`config.mk`:
```
export PLATFORM = sky130hd
export DESIGN_NAME = truth_table_sweeper_flat
export DESIGN_NICKNAME = d
export VERILOG_FILES = /design/src/rtl/truth_table_sweeper_if.sv /design/src/rtl/truth_table_sweeper.sv /design/src/flat_wrapper.sv
export SDC_FILE = /design/constraint.sdc
export NUM_CORES = 1
export LEC_CHECK = 0
export ABC_AREA = 1
export CORE_ASPECT_RATIO = 0.8
export CORE_MARGIN = 1.5
export CORE_UTILIZATION = 30
export CTS_BUF_LIST = sky130_fd_sc_hd__clkbuf_8 sky130_fd_sc_hd__clkbuf_16
export CTS_CLUSTER_DIAMETER = 50
export DETAILED_ROUTE_END_ITERATION = 8
export GPL_ROUTABILITY_DRIVEN = 0
export PLACE_DENSITY = 0.58
export SLEW_MARGIN = 40
export SYNTH_ARGS = -nofsm -noshare
export SYNTH_HDL_FRONTEND = slang
export SYNTH_SLANG_ARGS = --single-unit
```
`constraint.sdc`:
```
create_clock -name clk -period 4.21 [get_ports clk]
set_input_delay 0.842 -clock clk [delete_from_list [all_inputs] [get_ports clk]]
set_output_delay 0.842 -clock clk [all_outputs]
set_load 0.02 [all_outputs]
```
`src/rtl/truth_table_sweeper_if.sv`:
```
// Bundle between the truth-table sweeper and its environment.
// master: start/abort/expected/out_sample out, status in; slave: the sweeper.
interface truth_table_sweeper_if;
  logic       start;
  logic       abort;
  logic [7:0] expected;
  logic       out_sample;
  logic       in1;
  logic       in2;
  logic       in3;
  logic       busy;
  logic       done;
  logic [7:0] tt_word;
  logic       mismatch;

  modport master (
    output start, abort, expected, out_sample,
    input  in1, in2, in3, busy, done, tt_word, mismatch
  );

  modport slave (
    input  start, abort, expected, out_sample,
    output in1, in2, in3, busy, done, tt_word, mismatch
  );
endinterface

```
`src/rtl/truth_table_sweeper.sv`:
```
// Drives 000..111 onto a 3-input gate, samples its output, builds tt_word.
// Ports: clk, reset_n (async low), bus (slave). Golden compare: TT_COMPARE_EN.
module truth_table_sweeper #(
  parameter int SETTLE_CYCLES = 4,
  parameter int CNT_W         = 8
) (
  input logic                 clk,
  input logic                 reset_n,
  truth_table_sweeper_if.slave bus
);

  if (SETTLE_CYCLES < 1 || (2**CNT_W) < SETTLE_CYCLES) begin : g_bad
    $error("truth_table_sweeper: bad SETTLE_CYCLES/CNT_W");
  end

  localparam logic [CNT_W-1:0] CNT_LAST = CNT_W'(SETTLE_CYCLES - 1);

  typedef enum logic [1:0] {IDLE, SETTLE, SAMPLE, DONE} state_e;

  state_e           state_q, state_d;
  logic [2:0]       idx_q, idx_d;
  logic [CNT_W-1:0] cnt_q, cnt_d;
  logic [7:0]       tt_q, tt_d;
  logic             busy_q, busy_d;
  logic             done_q, done_d;
  logic             accept, kill, finish;

  always_ff @(posedge clk or negedge reset_n) begin
    if (!reset_n) begin
      state_q <= IDLE;
      idx_q   <= '0;
      cnt_q   <= '0;
      tt_q    <= '0;
      busy_q  <= 1'b0;
      done_q  <= 1'b0;
    end else begin
      state_q <= state_d;
      idx_q   <= idx_d;
      cnt_q   <= cnt_d;
      tt_q    <= tt_d;
      busy_q  <= busy_d;
      done_q  <= done_d;
    end
  end

  always_comb begin
    state_d = state_q;
    idx_d   = idx_q;
    cnt_d   = cnt_q;
    tt_d    = tt_q;
    busy_d  = busy_q;
    done_d  = 1'b0;
    accept  = 1'b0;
    kill    = 1'b0;
    finish  = 1'b0;
    unique case (state_q)
      IDLE: begin
        if (bus.start && !bus.abort) begin
          accept  = 1'b1;
          idx_d   = '0;
          cnt_d   = '0;
          tt_d    = '0;
          busy_d  = 1'b1;
          state_d = SETTLE;
        end
      end
      SETTLE: begin
        if (bus.abort) begin
          kill = 1'b1;
        end else if (cnt_q == CNT_LAST) begin
          state_d = SAMPLE;
        end else begin
          cnt_d = cnt_q + CNT_W'(1);
        end
      end
      SAMPLE: begin
        // Row 000 lands in the MSB: 7-idx == ~idx for 3 bits.
        tt_d[~idx_q] = bus.out_sample;
        if (bus.abort) begin
          kill = 1'b1;
        end else if (idx_q == 3'd7) begin
          finish  = 1'b1;
          done_d  = 1'b1;
          state_d = DONE;
        end else begin
          idx_d   = idx_q + 3'd1;
          cnt_d   = '0;
          state_d = SETTLE;
        end
      end
      DONE: begin
        busy_d  = 1'b0;
        idx_d   = '0;
        cnt_d   = '0;
        state_d = IDLE;
      end
      default: state_d = IDLE;
    endcase
    if (kill) begin
      busy_d  = 1'b0;
      idx_d   = '0;
      cnt_d   = '0;
      state_d = IDLE;
    end
  end

  assign bus.in1     = idx_q[2];
  assign bus.in2     = idx_q[1];
  assign bus.in3     = idx_q[0];
  assign bus.busy    = busy_q;
  assign bus.done    = done_q;
  assign bus.tt_word = tt_q;

`ifdef TT_COMPARE_EN
  logic [7:0] exp_q, exp_d;
  logic       mis_q, mis_d;

  always_ff @(posedge clk or negedge reset_n) begin
    if (!reset_n) begin
      exp_q <= '0;
      mis_q <= 1'b0;
    end else begin
      exp_q <= exp_d;
      mis_q <= mis_d;
    end
  end

  // Compare against tt_d so the bit captured in the last SAMPLE counts,
  // making mismatch valid in the same cycle as done.
  always_comb begin
    exp_d = exp_q;
    mis_d = mis_q;
    if (accept) begin
      exp_d = bus.expected;
      mis_d = 1'b0;
    end else if (kill) begin
      mis_d = 1'b0;
    end else if (finish) begin
      mis_d = (tt_d != exp_q);
    end
  end

  assign bus.mismatch = mis_q;
`else
  logic unused_cmp;
  assign unused_cmp   = ^{bus.expected, accept, finish};
  assign bus.mismatch = 1'b0;
`endif

endmodule

```
`src/flat_wrapper.sv`:
```
// flat-port wrapper written by rule: the top's interface ports become plain ports
module truth_table_sweeper_flat 
#(
  parameter int SETTLE_CYCLES = 4,
  parameter int CNT_W         = 8
)
  (clk, reset_n, bus_start, bus_abort, bus_expected, bus_out_sample, bus_in1, bus_in2, bus_in3, bus_busy, bus_done, bus_tt_word, bus_mismatch);
  truth_table_sweeper_if bus_i ();
  input logic clk;
  input logic reset_n;
  input wire logic [$bits(bus_i.start)-1:0] bus_start;
  input wire logic [$bits(bus_i.abort)-1:0] bus_abort;
  input wire logic [$bits(bus_i.expected)-1:0] bus_expected;
  input wire logic [$bits(bus_i.out_sample)-1:0] bus_out_sample;
  output wire logic [$bits(bus_i.in1)-1:0] bus_in1;
  output wire logic [$bits(bus_i.in2)-1:0] bus_in2;
  output wire logic [$bits(bus_i.in3)-1:0] bus_in3;
  output wire logic [$bits(bus_i.busy)-1:0] bus_busy;
  output wire logic [$bits(bus_i.done)-1:0] bus_done;
  output wire logic [$bits(bus_i.tt_word)-1:0] bus_tt_word;
  output wire logic [$bits(bus_i.mismatch)-1:0] bus_mismatch;
  assign bus_i.start = bus_start;
  assign bus_i.abort = bus_abort;
  assign bus_i.expected = bus_expected;
  assign bus_i.out_sample = bus_out_sample;
  assign bus_in1 = bus_i.in1;
  assign bus_in2 = bus_i.in2;
  assign bus_in3 = bus_i.in3;
  assign bus_busy = bus_i.busy;
  assign bus_done = bus_i.done;
  assign bus_tt_word = bus_i.tt_word;
  assign bus_mismatch = bus_i.mismatch;
  truth_table_sweeper #(.SETTLE_CYCLES(SETTLE_CYCLES), .CNT_W(CNT_W)) u_core (.clk(clk), .reset_n(reset_n), .bus(bus_i));
endmodule
```
==> results of run 1 <==
-- kinds of logic after synthesis --
group           after synthesis
flops                        23
buf+inv                      29
compound gates               35
simple gates                 98
other cells                   1
fa+ha+maj                     7
-- registers in the layout, summed over array words and instances, names as in the netlist --
signal              count
u_core.state_q          2
u_core.bus.tt_word      8
u_core.cnt_q            8
u_core.bus.done         1
u_core.bus.busy         1
u_core.idx_q            3
-- tightest hold or removal path, stage by stage, from the launching register on --
cell and delay (ns):
dfrtp_1 0.35, nand2_1 0.05, o21ai_0 0.06
-- power breakdown --
part | total, mW | switching, mW | internal [mW]
sequential | 0.295 | 0.0402 | 0.254
combinational | 0.478 | 0.319 | 0.159
clock | 0.140 | 0.0744 | 0.0653
total | 0.913 | 0.434 | 0.479
-- per-layer routing --
metal,routed length [µm],GRT usage (%),vias to the layer above
li1,-,-,659
met1,1694,20.93,553
met2,1294,17.75,21
met3,113,2.958,2
met4,27,3.879,0
met5,0,0,-
-- metrics by stage --
stage                     hold slack (ns)  util [%]
after floorplan                    0.4683         -
after global placement             0.4779     36.34
after detailed placement           0.4796     36.23
after CTS                          0.5028     37.21
after global routing               0.5269     37.21
final                              0.4967     37.21
-- cell type report --
cell class	count	share of cell area (%)
Multi-Input combinational cell	141	43.41
Sequential cell	23	33.85
Timing Repair Buffer	17	9.713
Inverter	27	5.960
Tap cell	60	4.415
Clock buffer	3	2.428
Clock inverter	1	0.2208
-- cell usage in the layout (no fill, tap or decap), drive strengths merged --
cell type,netlist,layout
nand2,52,52
inv,27,28
o21ai,28,28
dfrtp,23,23
nor2,19,19
clkdlybuf4s50,0,16
nand3,13,13
nor3,9,9
ha,7,7
a21oi,6,6
clkbuf,0,3
nor4,2,2
nand3b,2,2
nand4,1,1
o21bai,1,1
conb,1,1
buf,2,1
-- path summary, 6_finish.rpt --
path | end | slack, ns | cells after the start
setup / recovery | bus_in3 | 1.94 | 1
hold / removal | u_core.bus.tt_word[3] | 0.50 | 2
setup reg to reg | u_core.cnt_q[3] | 2.34 | 9
hold reg to reg | u_core.bus.tt_word[3] | 0.50 | 2
max in group asynchronous | u_core.bus.tt_word[5] | 3.32 | 1
min in group asynchronous | u_core.bus.tt_word[1] | 0.54 | 1
==> results.json, run 1 <==
{
  "cp.required_ns": 3.37,
  "end_kind": "output pin",
  "path_cells": "clkdlybuf4s50_1",
  "leakagePower_nw": 0.7864,
  "fin_setup_tns_ns": 0,
  "syn_inst": 193,
  "grt.total_usage_pct": 13.35,
  "hold_violations": 0,
  "synth_flop_cell": "dfrtp_1",
  "die_x_um": 80.13,
  "cp_max_fo": 7,
  "cts_tree": "done",
  "syn_nets": 213,
  "clk_pin_slew_worst_paths_ns": 0.09,
  "start_util_pct": 31.24,
  "timing.final.ws_setup_ns": 1.942,
  "drc_errors": 0,
  "synth_fa_ha_area_share_pct": 6.135,
  "dp_cells": 268,
  "grt_pass1_wl_um": 5347,
  "worstSetupStartpoint": "u_core.idx_q[0]",
  "synth_compound_area_share_pct": 13.76,
  "grt_max_degree": 24,
  "power_density_nw_per_um2": 536.7,
  "synth_edf_count": 0,
  "clock_latency_ns": 0.27,
  "die_h_um": 64.70,
  "drv_slew": 0,
  "cts_buffer_depth": 2,
  "yosysWarnings": 0,
  "hold_path_class": "flip-flop to flip-flop",
  "antenna_found_initial": 0,
  "rsz0062_at_grt": "no",
  "ys_types": 25,
  "maxCapViolCount": 0,
  "io_pins": 27,
  "final_cells": 272,
  "synth-xor-area-share_pct": 0,
  "cp.buffers_inverters": 1,
  "first_pass_iters": 4,
  "syn_area_per_cell_um2": 7.397,
  "fillers": 501,
  "wl_um": 3130,
  "grt-ovfl-total": 0,
  "routed-via-count": 1235,
  "detail-route-antenna-nets": 0,
  "worst_pin_slew_ns": 0.5162,
  "drive_above_1_share_pct": 8.019,
  "critical_path.top_delay_family": "buffers and inverters",
  "period_needed_ns": 2.268,
  "multi_input_area_um2": 738.2,
  "cts_hold_buf": 0,
  "synth.top_cell.area_share_pct": 40.32,
  "fmax_mhz": 440.9,
  "clock-sinks": 23,
  "synth_area_leaders": "dfrtp_1 40%, nand2_1 13%, o21ai_0 9.1%",
  "fin_crit_sh_pct": 53.87,
  "coreArea_um2": 4569,
  "nets": 233,
  "synthMuxAreaShare_pct": 0,
  "cts_root_buf": "clkbuf_8",
  "cts_inserted_buffers": 3,
  "avgRoutedWirePerCell_um": 11.51,
  "dp_hpwl_um": 2263,
  "synthTopCellsByCount": "49 x nand2_1, 26 x o21ai_0, 25 x inv_1, 23 x dfrtp_1, 17 x nor2_1",
  "final.setup_skew_ns": 0.005420,
  "ys_seq_area_share_pct": 40.32,
  "yosysMostFrequentCell": "nand2_1",
  "post_drt_via_cell_ratio": 4.540,
  "cts_resized": 0,
  "startpoint_type": "flip-flop",
  "ir_drop_mv": 0.2024,
  "ff_latch_area_um2": 575.6,
  "num_antenna_cells": 0,
  "num_rows": 22,
  "maxSlewHeadroom_pct": 65.59,
  "status": "finished, final reports clean",
  "synthSimpleGateAreaFrac_pct": 31.55,
  "setup_violations": 0,
  "htreeDepth": 1,
  "dr.first_iter.drc_count": 99,
  "die_area_um2": 5184,
  "postCtsSetupBuffers": 0,
  "synth_area_leader_cell": "dfrtp_1",
  "postLayoutCellArea_um2": 1700,
  "critPathKind": "flip-flop to output pin",
  "r2r-start": "u_core.state_q[1]",
  "hp-start": "u_core.bus.tt_word[3]",
  "cp_slowest_stage_delay_ns": 0.66,
  "arrival_ns": 1.43,
  "postPlaceCellArea_um2": 1655,
  "synthArstFlopShare_pct": 100.0,
  "synth_top_family_by_area": "simple AND/OR/NAND/NOR gates",
  "pre_cts_ws_ns": 1.751,
  "cp_slowest_cell": "clkdlybuf4s50_1",
  "area_growth_pct": 19.11,
  "total_power_mw": 0.9126,
  "first_global_vias": 1103,
  "ys_ff_latch": 23,
  "netlist_area_um2": 1428,
  "portBuffers": 17
}
(Power assumes the default switching activity.)
==> run 2: changes to the inputs <==
Settings changed: PLACE_DENSITY 0.58 to 0.6.
Clock period 4.21 ns to 1.9 ns, I/O delays scaled along.
==> results.json, run 2 (synthesis results as in run 1) <==
{
  "fin_crit_sh_pct": 93.25,
  "clock-sinks": 23,
  "pre_cts_ws_ns": 0.08965,
  "cts_root_buf": "clkbuf_8",
  "post_drt_via_cell_ratio": 4.604,
  "drc_errors": 0,
  "num_rows": 22,
  "hold-worst-slack_ns": 0.4646,
  "drv_slew": 0,
  "switching_share_pct": 47.37,
  "fmax_mhz": 564.4,
  "hold_path_class": "input pin to asynchronous set/reset pin",
  "grt.total_usage_pct": 13.15,
  "timing.final.ws_setup_ns": 0.1282,
  "fin_setup_tns_ns": 0,
  "cts_inserted_buffers": 3,
  "status": "finished, final reports clean",
  "first_pass_iters": 4,
  "p_int_mw": 1.114,
  "leakagePower_nw": 0.8159,
  "die_h_um": 64.70,
  "arrival_ns": 1.39,
  "htreeDepth": 1,
  "wl_um": 3167,
  "cp_slowest_cell": "clkdlybuf4s50_1",
  "period_needed_ns": 1.772,
  "cts_buffer_depth": 2,
  "antenna_found_initial": 0,
  "r2r_slack_ns": 0.15,
  "grt_max_degree": 24,
  "cts_hold_buf": 0,
  "power_switching_mw": 1.003,
  "fillers": 497,
  "p_clk_share_pct": 14.6,
  "die_x_um": 80.13,
  "grt-ovfl-total": 0,
  "combPwrFrac_pct": 54.8,
  "coreArea_um2": 4569,
  "ff_latch_area_um2": 576.8,
  "power_frac_seq_pct": 30.6,
  "cp.required_ns": 1.52,
  "grt_pass1_wl_um": 5271,
  "setup_violations": 0,
  "cp.buffers_inverters": 1,
  "avgRoutedWirePerCell_um": 11.39,
  "postPlaceCellArea_um2": 1698,
  "postCtsSetupBuffers": 0,
  "multi_input_area_um2": 764.5,
  "maxCapViolCount": 0,
  "clock_latency_ns": 0.27,
  "total_power_mw": 2.117,
  "rsz0062_at_grt": "no",
  "ir_drop_mv": 0.4432,
  "clk_pin_slew_worst_paths_ns": 0.08,
  "final_common_cell": "nand2_1",
  "postLayoutCellArea_um2": 1774,
  "hold_violations": 0,
  "end_kind": "output pin",
  "cts_tree": "done",
  "critPathKind": "flip-flop to output pin",
  "path_cells": "clkdlybuf4s50_1",
  "nets": 239,
  "routed-via-count": 1280,
  "io_pins": 27,
  "dp_hpwl_um": 2232,
  "final_cells": 278,
  "cp_slowest_stage_delay_ns": 0.65,
  "detail-route-antenna-nets": 0,
  "start_util_pct": 31.24,
  "dp_cells": 273,
  "first_global_vias": 1157,
  "finish.utilization_pct": 38.83,
  "dr.first_iter.drc_count": 74,
  "power_density_nw_per_um2": 1193,
  "cp_max_fo": 7,
  "mostFrequentLayoutCells": "49 x nand2_1, 25 x inv_1, 25 x o21ai_0",
  "portBuffers": 17,
  "area_growth_pct": 24.28,
  "drive_above_1_share_pct": 11.47,
  "die_area_um2": 5184,
  "num_antenna_cells": 0,
  "startpoint_type": "flip-flop",
  "final.setup_skew_ns": 0.003355,
  "critical_path.top_delay_family": "buffers and inverters"
}
==> run 2: final cells by class <==
cell class                 count  share of cell area (%)
timing repair buffer          22                   11.71
clock inverter                 1                  0.2821
inverter                      27                   5.853
sequential                    23                   32.51
multi-input combinational    142                   43.09
tap                           60                   4.231
clock buffer                   3                   2.327
==> run 2: power groups by stage <==
stage / clock (mW) / sequential, mW / combinational (mW)
after detailed placement: 0 / 0.656 / 1.10
after global placement: 0 / 0.655 / 1.10
after global routing: 0.351 / 0.663 / 1.30
final: 0.309 / 0.647 / 1.16
after floorplan: 0 / 0.684 / 0.743
after CTS: 0.327 / 0.646 / 1.11
==> run 2: worst register-to-register path, delay by kind of cell, from the launching register on <==
family / cells / cell delay, ns
DFF: 1 / 0.43
adders and majority gates: 1 / 0.36
buffers and inverters: 2 / 0.20
and+or+nand+nor: 7 / 0.71
==> run 2: path summary, 6_finish.rpt <==
check                                        endpoint  cells after the start             startpoint
worst max-delay path                          bus_in3                      1        u_core.idx_q[0]
worst min-delay path            u_core.bus.tt_word[1]                      2                reset_n
max in group asynchronous           u_core.state_q[0]                      2                reset_n
worst max register to register        u_core.cnt_q[5]                     10      u_core.state_q[1]
min in group clk                u_core.bus.tt_word[6]                      2  u_core.bus.tt_word[6]
worst min register to register  u_core.bus.tt_word[6]                      2  u_core.bus.tt_word[6]
==> run 2: metal layers <==
metal	track usage (%)	wire length [µm]
met1	19.91	1734
met2	18.07	1265
met3	3.239	133
met4	3.879	34
met5	0	0
==> run 2: repair_timing <==
action                     4_1_cts  5_1_grt
setup endpoints to repair        0        8
hold endpoints to repair         0        0
resized for setup                0        7
==> run 3: changes to the inputs <==
Settings changed: CORE_UTILIZATION 30 to 46, GPL_ROUTABILITY_DRIVEN 0 to not set, HOLD_SLACK_MARGIN set to 0.15, PLACE_DENSITY 0.6 to 0.82.
==> results.json, run 3 (synthesis results as in run 1) <==
{
  "status": "finished, final reports clean",
  "power_density_nw_per_um2": 1212,
  "area_growth_pct": 21.47,
  "p_int_mw": 1.117,
  "start_util_pct": 50.09,
  "cts_tree": "done",
  "io_pins": 27,
  "switching_share_pct": 46.86,
  "clock_latency_ns": 0.28,
  "r2r_slack_ns": 0.19,
  "final.setup_skew_ns": 0.009984,
  "postCtsSetupBuffers": 0,
  "drv_slew": 0,
  "die_area_um2": 3449,
  "critical_path.top_delay_family": "buffers and inverters",
  "post_drt_via_cell_ratio": 5.184,
  "startpoint_type": "flip-flop",
  "period_needed_ns": 1.784,
  "total_power_mw": 2.102,
  "cts_root_buf": "clkbuf_8",
  "drc_errors": 0,
  "leakagePower_nw": 0.8123,
  "final_common_cell": "nand2_1",
  "clock-sinks": 23,
  "hold-worst-slack_ns": 0.4565,
  "r2r-end": "u_core.cnt_q[3]",
  "pre_cts_ws_ns": 0.06850,
  "critPathKind": "flip-flop to output pin",
  "grtUsageMet1_pct": 27.58,
  "avgRoutedWirePerCell_um": 12.17,
  "use_met3_pct": 3.871,
  "grt_pass1_wl_um": 5382,
  "first_pass_iters": 4,
  "grt-ovfl-total": 0,
  "drive_above_1_share_pct": 11.01,
  "end_kind": "output pin",
  "nets": 239,
  "gp_congestion": 0.8233,
  "die_x_um": 65.29,
  "coreArea_um2": 2850,
  "cts_hold_buf": 0,
  "routed-via-count": 1327,
  "portBuffers": 17,
  "cts_inserted_buffers": 3,
  "fmax_mhz": 560.7,
  "ir_drop_mv": 0.6546,
  "maxCapViolCount": 0,
  "path_cells": "clkdlybuf4s50_1",
  "cp.depth": 1,
  "fin_crit_sh_pct": 93.87,
  "cp.required_ns": 1.52,
  "rsz0062_at_grt": "no",
  "clk_pin_slew_worst_paths_ns": 0.09,
  "reg2reg_depth": 10,
  "fin_setup_tns_ns": 0,
  "p_clk_share_pct": 15.2,
  "dp_hpwl_um": 2268,
  "htreeDepth": 1,
  "cts_buffer_depth": 2,
  "grt.total_usage_pct": 21.04,
  "detail-route-antenna-nets": 0,
  "die_h_um": 52.83,
  "num_antenna_cells": 0,
  "r2r-start": "u_core.state_q[0]",
  "hold_path_class": "input pin to asynchronous set/reset pin",
  "grtUsageMet2_pct": 33.33,
  "fillers": 270,
  "top_usage_layer": "met2",
  "power_switching_mw": 0.9850,
  "dr.first_iter.drc_count": 75,
  "hold_violations": 0,
  "combPwrFrac_pct": 54.2,
  "cp_slowest_cell": "clkdlybuf4s50_1",
  "num_rows": 17,
  "cp_slowest_stage_delay_ns": 0.65,
  "arrival_ns": 1.40,
  "cp_max_fo": 7,
  "mostFrequentLayoutCells": "49 x nand2_1, 26 x o21ai_0, 25 x inv_1",
  "cts_resized": 0,
  "setup_violations": 0,
  "first_global_vias": 1229,
  "timing.final.ws_setup_ns": 0.1165,
  "wl_um": 3115,
  "grt_max_degree": 24,
  "antenna_found_initial": 0,
  "power_frac_seq_pct": 30.7,
  "cp.buffers_inverters": 1
}
-- run 3: layer usage --
layer  routed length, µm  part of all wire [%]
met1                1539                    49
met2                1347                    43
met3                 166                   5.3
met4                  62                   2.0
met5                   0                     0
-- run 3: through the flow --
stage	instances	utilization [%]	area [µm²]
floorplan	193	-	1428
global placement	252	58.87	1678
detailed placement	252	58.87	1678
CTS	256	60.49	1724
global route	256	60.84	1734
finish	256	60.84	1734
-- run 3: power groups by stage --
stage	Clock, mW	Combinational [mW]	Sequential, mW
floorplan	0	0.743	0.684
global placement	0	1.09	0.652
detailed placement	0	1.11	0.656
CTS	0.327	1.12	0.645
global route	0.341	1.27	0.655
finish	0.318	1.14	0.645
-- run 3: how the worst max path moves through the flow --
stage / startpoint / to / slack, ns
after floorplan: u_core.state_q[0] / u_core.cnt_q[3] / 0.37
after global placement: bus_abort / u_core.bus.tt_word[0] / 0.14
after detailed placement: bus_abort / u_core.bus.tt_word[6] / 0.07
after CTS: u_core.idx_q[0] / bus_in3 / 0.11
after global routing: u_core.state_q[0] / u_core.bus.tt_word[6] / 0.02
final: u_core.idx_q[0] / bus_in3 / 0.12
-- run 3: layout make-up --
class                           count  area (µm²)  share of cell area, %
Multi-Input combinational cell    141       748.2                  43.15
Timing Repair Buffer               23       215.2                  12.41
Inverter                           27       101.3                  5.844
Clock inverter                      1       5.005                 0.2886
Sequential cell                    23       575.6                  33.19
Tap cell                           38       47.55                  2.742
Clock buffer                        3       41.29                  2.381
